**src/rtl/digit_serial_addsub_pkg.sv**
```systemverilog
`default_nettype none
// ============================================================================
// Module   : addsub_pkg
// Brief    : Shared constants and FSM state type for the digit-serial add/sub.
// Revision : 1.0 - initial release
// ============================================================================
package addsub_pkg;

    localparam int c_DIGIT_W = 2;

    typedef enum logic [1:0] {
        IDLE = 2'd0,
        RUN  = 2'd1,
        DONE = 2'd2
    } state_t;

endpackage
`default_nettype wire

```
**src/rtl/digit_serial_addsub_if.sv**
```systemverilog
`default_nettype none
// ============================================================================
// Module   : digit_serial_addsub_if
// Brief    : Operand/result handshake bundle for digit_serial_addsub.
// Revision : 1.0 - initial release
// ============================================================================
interface digit_serial_addsub_if #(
    parameter int WIDTH = 8
);

    logic             in_valid;
    logic             in_ready;
    logic [WIDTH-1:0] a;
    logic [WIDTH-1:0] b;
    logic             m;
    logic             out_valid;
    logic             out_ready;
    logic [WIDTH-1:0] S;
    logic             CoBo;
    logic             busy;

    // Operand source / result consumer side
    modport master (
        output in_valid, a, b, m, out_ready,
        input  in_ready, out_valid, S, CoBo, busy
    );

    // Arithmetic block side
    modport slave (
        input  in_valid, a, b, m, out_ready,
        output in_ready, out_valid, S, CoBo, busy
    );

endinterface
`default_nettype wire

```
**src/rtl/digit_serial_addsub_add2.sv**
```systemverilog
`default_nettype none
// ============================================================================
// Module   : digit_add2
// Brief    : Combinational 2-bit adder slice built from two full adders.
// Revision : 1.0 - initial release
// ============================================================================
module digit_add2
    import addsub_pkg::*;
(
    input  wire logic [c_DIGIT_W-1:0] a,
    input  wire logic [c_DIGIT_W-1:0] b,
    input  wire logic                 cin,
    output logic      [c_DIGIT_W-1:0] s,
    output logic                      cout
);

    logic w_c1;

    assign s[0]  = a[0] ^ b[0] ^ cin;
    assign w_c1  = (a[0] & b[0]) | (cin & (a[0] ^ b[0]));

    assign s[1]  = a[1] ^ b[1] ^ w_c1;
    assign cout  = (a[1] & b[1]) | (w_c1 & (a[1] ^ b[1]));

endmodule
`default_nettype wire

```
**src/rtl/digit_serial_addsub.sv**
```systemverilog
`default_nettype none
// ============================================================================
// Module   : digit_serial_addsub
// Brief    : WIDTH-bit add/subtract processed two bits per clock, LSB first.
// Revision : 1.0 - initial release
// ============================================================================
module digit_serial_addsub
    import addsub_pkg::*;
#(
    parameter int WIDTH = 8
) (
    input  wire logic              clk,
    input  wire logic              rst,
    digit_serial_addsub_if.slave   bus
);

    localparam int              c_ND     = WIDTH / c_DIGIT_W;
    localparam int              c_KW     = (c_ND > 1) ? $clog2(c_ND) : 1;
    localparam logic [c_KW-1:0] c_K_LAST = c_KW'(c_ND - 1);

    state_t                 r_state;
    state_t                 w_state_next;
    logic [WIDTH-1:0]       r_a_sh;
    logic [WIDTH-1:0]       r_b_sh;
    logic [WIDTH-1:0]       r_s_sh;
    logic                   r_c;
    logic [c_KW-1:0]        r_k;
    logic [c_DIGIT_W-1:0]   w_d;
    logic                   w_cout;
    logic                   w_in_ready;
    logic                   w_accept;

    digit_add2 u_add2 (
        .a    (r_a_sh[c_DIGIT_W-1:0]),
        .b    (r_b_sh[c_DIGIT_W-1:0]),
        .cin  (r_c),
        .s    (w_d),
        .cout (w_cout)
    );

    always_ff @(posedge clk) begin
        if (rst) begin
            r_state <= IDLE;
        end else begin
            r_state <= w_state_next;
        end
    end

    // DONE accepts new operands in the same edge the result is consumed
    always_comb begin
        w_state_next = r_state;
        w_in_ready   = 1'b0;
        case (r_state)
            IDLE: begin
                w_in_ready = 1'b1;
                if (bus.in_valid) begin
                    w_state_next = RUN;
                end
            end
            RUN: begin
                if (r_k == c_K_LAST) begin
                    w_state_next = DONE;
                end
            end
            DONE: begin
                w_in_ready = bus.out_ready;
                if (bus.out_ready) begin
                    w_state_next = bus.in_valid ? RUN : IDLE;
                end
            end
            default: begin
                w_state_next = IDLE;
            end
        endcase
    end

    assign w_accept = bus.in_valid & w_in_ready;

    // Subtract is a + ~b + 1: invert b once on load and seed the carry with m
    always_ff @(posedge clk) begin
        if (rst) begin
            r_a_sh <= '0;
            r_b_sh <= '0;
            r_s_sh <= '0;
            r_c    <= 1'b0;
            r_k    <= '0;
        end else if (w_accept) begin
            r_a_sh <= bus.a;
            r_b_sh <= bus.b ^ {WIDTH{bus.m}};
            r_c    <= bus.m;
            r_k    <= '0;
        end else if (r_state == RUN) begin
            r_a_sh <= r_a_sh >> c_DIGIT_W;
            r_b_sh <= r_b_sh >> c_DIGIT_W;
            r_s_sh <= (r_s_sh >> c_DIGIT_W) | (WIDTH'(w_d) << (WIDTH - c_DIGIT_W));
            r_c    <= w_cout;
            r_k    <= r_k + c_KW'(1);
        end
    end

    assign bus.in_ready  = w_in_ready;
    assign bus.out_valid = (r_state == DONE);
    assign bus.busy      = (r_state == RUN);
    assign bus.S         = r_s_sh;
    assign bus.CoBo      = r_c;

endmodule
`default_nettype wire

```
**src/flat_wrapper.sv**
```systemverilog
// flat-port wrapper written by rule: the top's interface ports become plain ports
module digit_serial_addsub_flat import addsub_pkg::*;
#(
    parameter int WIDTH = 8
)
  (clk, rst, bus_in_valid, bus_a, bus_b, bus_m, bus_out_ready, bus_in_ready, bus_out_valid, bus_S, bus_CoBo, bus_busy);
  digit_serial_addsub_if #(.WIDTH(WIDTH)) bus_i ();
  input  wire logic clk;
  input  wire logic rst;
  input wire logic [$bits(bus_i.in_valid)-1:0] bus_in_valid;
  input wire logic [$bits(bus_i.a)-1:0] bus_a;
  input wire logic [$bits(bus_i.b)-1:0] bus_b;
  input wire logic [$bits(bus_i.m)-1:0] bus_m;
  input wire logic [$bits(bus_i.out_ready)-1:0] bus_out_ready;
  output wire logic [$bits(bus_i.in_ready)-1:0] bus_in_ready;
  output wire logic [$bits(bus_i.out_valid)-1:0] bus_out_valid;
  output wire logic [$bits(bus_i.S)-1:0] bus_S;
  output wire logic [$bits(bus_i.CoBo)-1:0] bus_CoBo;
  output wire logic [$bits(bus_i.busy)-1:0] bus_busy;
  assign bus_i.in_valid = bus_in_valid;
  assign bus_i.a = bus_a;
  assign bus_i.b = bus_b;
  assign bus_i.m = bus_m;
  assign bus_i.out_ready = bus_out_ready;
  assign bus_in_ready = bus_i.in_ready;
  assign bus_out_valid = bus_i.out_valid;
  assign bus_S = bus_i.S;
  assign bus_CoBo = bus_i.CoBo;
  assign bus_busy = bus_i.busy;
  digit_serial_addsub #(.WIDTH(WIDTH)) u_core (.clk(clk), .rst(rst), .bus(bus_i));
endmodule
```
**config.mk**
```make
export PLATFORM = sky130hd
export DESIGN_NAME = digit_serial_addsub_flat
export DESIGN_NICKNAME = d
export VERILOG_FILES = /design/src/rtl/digit_serial_addsub_pkg.sv /design/src/rtl/digit_serial_addsub_if.sv /design/src/rtl/digit_serial_addsub_add2.sv /design/src/rtl/digit_serial_addsub.sv /design/src/flat_wrapper.sv
export SDC_FILE = /design/constraint.sdc
export NUM_CORES = 1
export LEC_CHECK = 0
export ABC_AREA = 0
export BUFFER_PORTS_ARGS = -buffer_cell sky130_fd_sc_hd__buf_2
export CORE_MARGIN = 2
export CORE_UTILIZATION = 55
export CTS_CLUSTER_SIZE = 8
export DETAILED_ROUTE_END_ITERATION = 10
export GPL_ROUTABILITY_DRIVEN = 0
export PLACE_DENSITY_LB_ADDON = 0.08
export SYNTH_ARGS = -nofsm -noshare
export SYNTH_HDL_FRONTEND = slang
export SYNTH_SLANG_ARGS = --single-unit
```
**constraint.sdc**
```tcl
create_clock -name clk -period 2.9 [get_ports clk]
set_input_delay 0.145 -clock clk [delete_from_list [all_inputs] [get_ports clk]]
set_output_delay 0.145 -clock clk [all_outputs]
set_load 0.05 [all_outputs]
```
======== Word-level counts from Yosys, hierarchy flattened ========
Index checks and enable logic that the tools add are counted.
operators by class
  $add $sub $neg .......................... 1
  equal/unequal tests ..................... 6
  mux-type cells .......................... 12
  bitwise gates (word level) .............. 14
  reduce and logical (&&, ||, !) cells .... 5
operators with widths
  kind                                                                      number
  8-bit 2-to-1 mux                                                          4
  6-bit by 8-bit bitwise OR with 8-bit output                               1
  8-bit bitwise XOR                                                         1
  2-bit 2-to-1 mux                                                          3
  2-bit one-hot mux with 3 select lines                                     1
  1-bit AND                                                                 5
  2-bit equality test (second input constant)                               2
  2-bit inequality test (second input constant)                             2
  1-bit bitwise XOR                                                         4
  1-bit 2-to-1 mux                                                          3
  3-bit AND reduction                                                       1
  2-bit by 1-bit adder with 2-bit output (second input constant)            1
  2-bit by 1-bit equality test with 1-bit output (second input constant)    1
  2-bit logical NOT                                                         1
  2-bit by 1-bit inequality test with 1-bit output (second input constant)  1
  1-bit bitwise OR                                                          2
  1-bit one-hot mux with 2 select lines                                     1
  2-bit AND reduction                                                       1
  2-bit nonzero test                                                        1
  2-bit OR reduction                                                        1
  1-bit inverter                                                            1
storage, ports and cells
  register bits ........................... 29
  bits of input ports ..................... 21
  output and inout port bits .............. 12
  logic and storage cells ................. 44

======== Longest topological paths before layout ========
  depth in word-level cells ............... 7
  gate-level depth with buffers ........... 6
  depth with buffers taken out ............ 6

======== Cells and area by module ========
From an unflattened synthesis, not the netlist that was laid out.
unflattened totals
  cells, all modules ...................... 170
  area, all modules ....................... 1470.2 µm²
modules (own cells, without submodules)
  module               instances  cells each  area each (µm²)  seq. area each (µm²)
  digit_serial_addsub  1          160         1400.1           580.6
  digit_add2           1          10          70.1             0.0

======== Worst setup path before layout ========
OpenSTA, ideal clock, no wires.
  kind .................................... flip-flop to flip-flop
  from .................................... reg u_core.r_c (netlist: u_core.bus.CoBo)
  to ...................................... reg u_core.r_s_sh[7] (netlist: u_core.bus.S[7])
  library setup time ...................... 0.080 ns
  data arrival time ....................... 1.799 ns
  data required time ...................... 2.820 ns
  slack ................................... 1.022 ns
  stages on the path, launching flop included .. 5
  buffers on the path ..................... 0
  clock period less this slack ............ 1.878 ns
  cell sequence ........................... dfxtp_1 > inv_1 > fa_1 > fa_1 > a211oi_2
on the way
  longest elaborated chain between the ends .. 4
RTL lines
  what                                         RTL line                        text
  from (decl)                                  digit_serial_addsub.sv:26       logic r_c;
  from (signal assigned)                       digit_serial_addsub.sv:90       r_c <= bus.m;
  from (signal assigned)                       digit_serial_addsub.sv:96       r_c <= w_cout;
  1-bit AND                                    digit_serial_addsub_add2.sv:20  assign w_c1 = (a[0] & b[0]) | (cin & (a[0] ^ b[0]));
  1-bit bitwise OR                             digit_serial_addsub_add2.sv:20
  1-bit bitwise XOR                            digit_serial_addsub_add2.sv:22  assign s[1] = a[1] ^ b[1] ^ w_c1;
  6-bit by 8-bit bitwise OR with 8-bit output  digit_serial_addsub.sv:95       r_s_sh <= (r_s_sh >> c_DIGIT_W) | (WIDTH'(w_d) << (WIDTH - c_DIGIT_W));
  to (signal assigned)                         digit_serial_addsub.sv:95
  to (decl)                                    digit_serial_addsub.sv:25       logic [WIDTH-1:0] r_s_sh;
Every way passes these cells.
A chain may end at the register's enable or synchronous reset.

======== Final worst setup path ========
  from .................................... reg u_core.r_state[1]
  to ...................................... out bus_busy
on the way
  longest elaborated chain between the ends .. 1
RTL lines
  what                                            RTL line                    text
  from (decl)                                     digit_serial_addsub.sv:21   state_t r_state;
  from (signal assigned)                          digit_serial_addsub.sv:45   r_state <= w_state_next;
  2-bit by 1-bit equality test with 1-bit output  digit_serial_addsub.sv:103  assign bus.busy = (r_state == RUN);
  to (decl)                                       flat_wrapper.sv:19          output wire logic [$bits(bus_i.busy)-1:0] bus_busy;
Every way passes these cells.

==> metrics.md <==
| Metric | Value |
|---|---|
| Worst-path maximum fanout | `28` |
| CP peak stage delay | `0.63 ns` |
| Hold Violations, Final | `0` |
| # Post-CTS Setup Buffers | `0` |
| #FFs+latches synth | `29` |
| Layout overhead on the synthesized area | `9.73%` |
| Hold Path Class | `in2reg` |
| Detailed-router iteration count before antenna repair | `6` |
| Period utilization | `75.3%` |
| Cells after synthesis | `162` |
| RSZ-0062 raised after global routing | `false` |
| Pre-CTS setup slack | `1.07 ns` |
| Starting Density | `58.1%` |
| Area share of the largest cell type after synthesis | `40.3%` |
| Die ar. | `3040 um2` |
| H-tree levels | `2` |
| F_max | `458 MHz` |
| Worst reg2reg path depth | `4` |
| Seq/Total Area, Yosys | `40.3%` |
| Pin count of the biggest net entering global routing | `30` |
| GRT Util Overall | `22.9%` |
| Worst setup EP type | `primary output` |
| Final WL | `2970 um` |
| Num rows | `18` |
| Nets | `211` |
| Synth unique cells | `30` |
| Number of global-route vias before repair | `1105` |
| Hold Crit Depth | `3` |
| Clk sinks | `29` |
| Status | `completed` |
| Worst Setup Start Kind | `flop` |
| Highest-count cells in the layout ignoring fill and taps | `32 x buf_2, 29 x nand2_1, 29 x dfxtp_1` |
| Synth Flop Type | `dfxtp_1` |
| Overflow after GRT | `0` |
| Crit Path Category | `reg2out` |
| Setup TNS | `0 ns` |
| Worst Skew | `0.00756 ns` |
| Largest delay contributor family on the critical path | `buffers and inverters` |
| CTS-repair resized insts | `0` |
| Max-cap violations | `0` |
| Final setup viols | `0` |
| Placed Cells | `210` |
| Syn nets | `186` |
| WP buf/inv | `2` |
| Final std cells w/o fill | `216` |
| Drt via density | `5.67` |
| Largest cells by area after synthesis | `dfxtp_1 40%, nand2_1 7.6%, a21oi_1 5.6%, xor2_1 4.9%, a311oi_1 4.3%` |
| P_leak | `0.000621 uW` |
| Sequential cell area | `581 um2` |
| CTS Hold Buffers Added | `0` |
| Final Max Slew Viols | `0` |
| Worst path required time | `2.76 ns` |
| Fraction of layout cells with a size suffix above 1 | `26.3%` |
| Clock Path Buffers | `2` |
| Crit path time final | `2.18 ns` |
| DR WL/cell | `13.7 um` |
| Clk root buf | `clkbuf_4` |
| VDD IR max | `0.368 mV` |
| Fillers | `229` |
| Critical Path AT | `2.04 ns` |
| CTS tree | `yes` |
| Die width | `55.2 um` |
| Die Span Y | `55.2 um` |
| Drt drc | `0` |
| CORE AREA | `2480 um2` |
| CP Cell Sequence | `nand2b_1 > inv_8 > buf_2` |
| Measured slew at the worst slew-check pin | `1.06 ns` |
| Synth Warn # | `0` |
| Ys async rst share | `0%` |
| Slowest CP cell | `nand2b_1` |
| DRT iter0 DRCs | `38` |
| Slew HR | `29.7%` |
| # IOs | `33` |
| Area of the multi-input gates | `718 um2` |
| Worst-Skew Late Latency | `0.33 ns` |
| EDFF count, synth | `0` |
| Final Util | `63.8%` |
| Synth area leader | `dfxtp_1` |
| Mapped Area | `1440 um2` |
| CTS Buf Count | `5` |
| First-pass GRT wire length | `4800 um` |
| Port Buf Inserts | `32` |
| Vias after detailed routing | `1225` |
| Crit path depth | `3` |
| Initial antenna violation count | `0` |
| PnR worst setup slack | `0.715 ns` |
| Number of diodes | `0` |
| PwrDens | `517 nW/um2` |
| Syn avg cell area | `8.89 um2` |
| Post-DP HPWL | `1940 um` |
| Worst-path clk slew | `0.09 ns` |
| Post-DRT Antenna Nets | `0` |
| Most common cell after layout, fill and taps aside | `buf_2` |
## synth_stat cells, drive strengths merged, types with 3 or more instances
cell    count
nand2      32
dfxtp      29
a21oi      16
buf        12
nor3       11
a311oi      9
o211ai      8
xor2        8
inv         7
nand2b      5
a32oi       4
nand3       4
nor2        4
clkbuf      3
## routing by layer
layer	up-vias	share of wire, %	GRT usage (%)
met5	-	0	0
met4	0	1.3	9.76
met3	4	5.6	8.06
met2	35	49	38.1
met1	574	44	26.5
li1	612	-	-
## final timing paths
kind,start,endpoint,slack (ns)
min reg2reg,u_core.bus.S[1]$_SDFFE_PP0P_,u_core.bus.S[1]$_SDFFE_PP0P_,0.46
max,u_core.r_state[1]$_SDFFE_PP0P_,bus_busy,0.72
max reg2reg,u_core.r_state[1]$_SDFFE_PP0P_,u_core.bus.CoBo$_SDFFE_PP0P_,1.06
min,bus_a[6],u_core.r_a_sh[6]$_SDFFE_PP0P_,0.07
## power by group
part           total (uW)  switching (uW)  internal [uW]
clock                 213             129           83.7
sequential            441            16.3            425
combinational         163             106           56.2
## registers in the layout, indices dropped and copies added (netlist names)
| register | cells |
|---|---|
| u_core.r_state | 2 |
| u_core.bus.CoBo | 1 |
| u_core.r_b_sh | 8 |
| u_core.r_k | 2 |
| u_core.bus.S | 8 |
| u_core.r_a_sh | 8 |
## worst register-to-register path, cell delays in order, from the launching register on
cell      delay (ns)
dfxtp_1         0.37
nand2b_1        0.82
inv_8           0.20
a32oi_1         0.23
a21oi_1         0.08
## area by class of cell
type,instances,share of cell area (%)
multi-input cells,111,45.4
flip-flops and latches,29,36.7
repair buffers,33,10.6
clock buffers,5,2.38
well taps,30,2.38
inverters,7,2.14
clock inverters,1,0.317
## cell families after synthesis
kind of cell | Yosys count | synth area share [%]
XOR/XNOR | 9 | 5.47
AO/OA/AOI/OAI | 39 | 20.2
AND/OR/NAND/NOR | 59 | 19.8
flip-flops | 29 | 40.3
adder cells (fa/ha/maj) | 3 | 3.65
buffers and inverters | 22 | 9.82
multiplexers | 1 | 0.695
## through the flow
step | hold WS (ns) | instance area, um2 | total power [uW]
floorplan | 0.293 | 1440 | 585
global placement | 0.401 | 1540 | 609
detailed placement | 0.410 | 1540 | 613
CTS | 0.0424 | 1580 | 830
global route | 0.0362 | 1580 | 868
finish | 0.0654 | 1580 | 817
No activity file was read; power rests on OpenSTA's default activity.
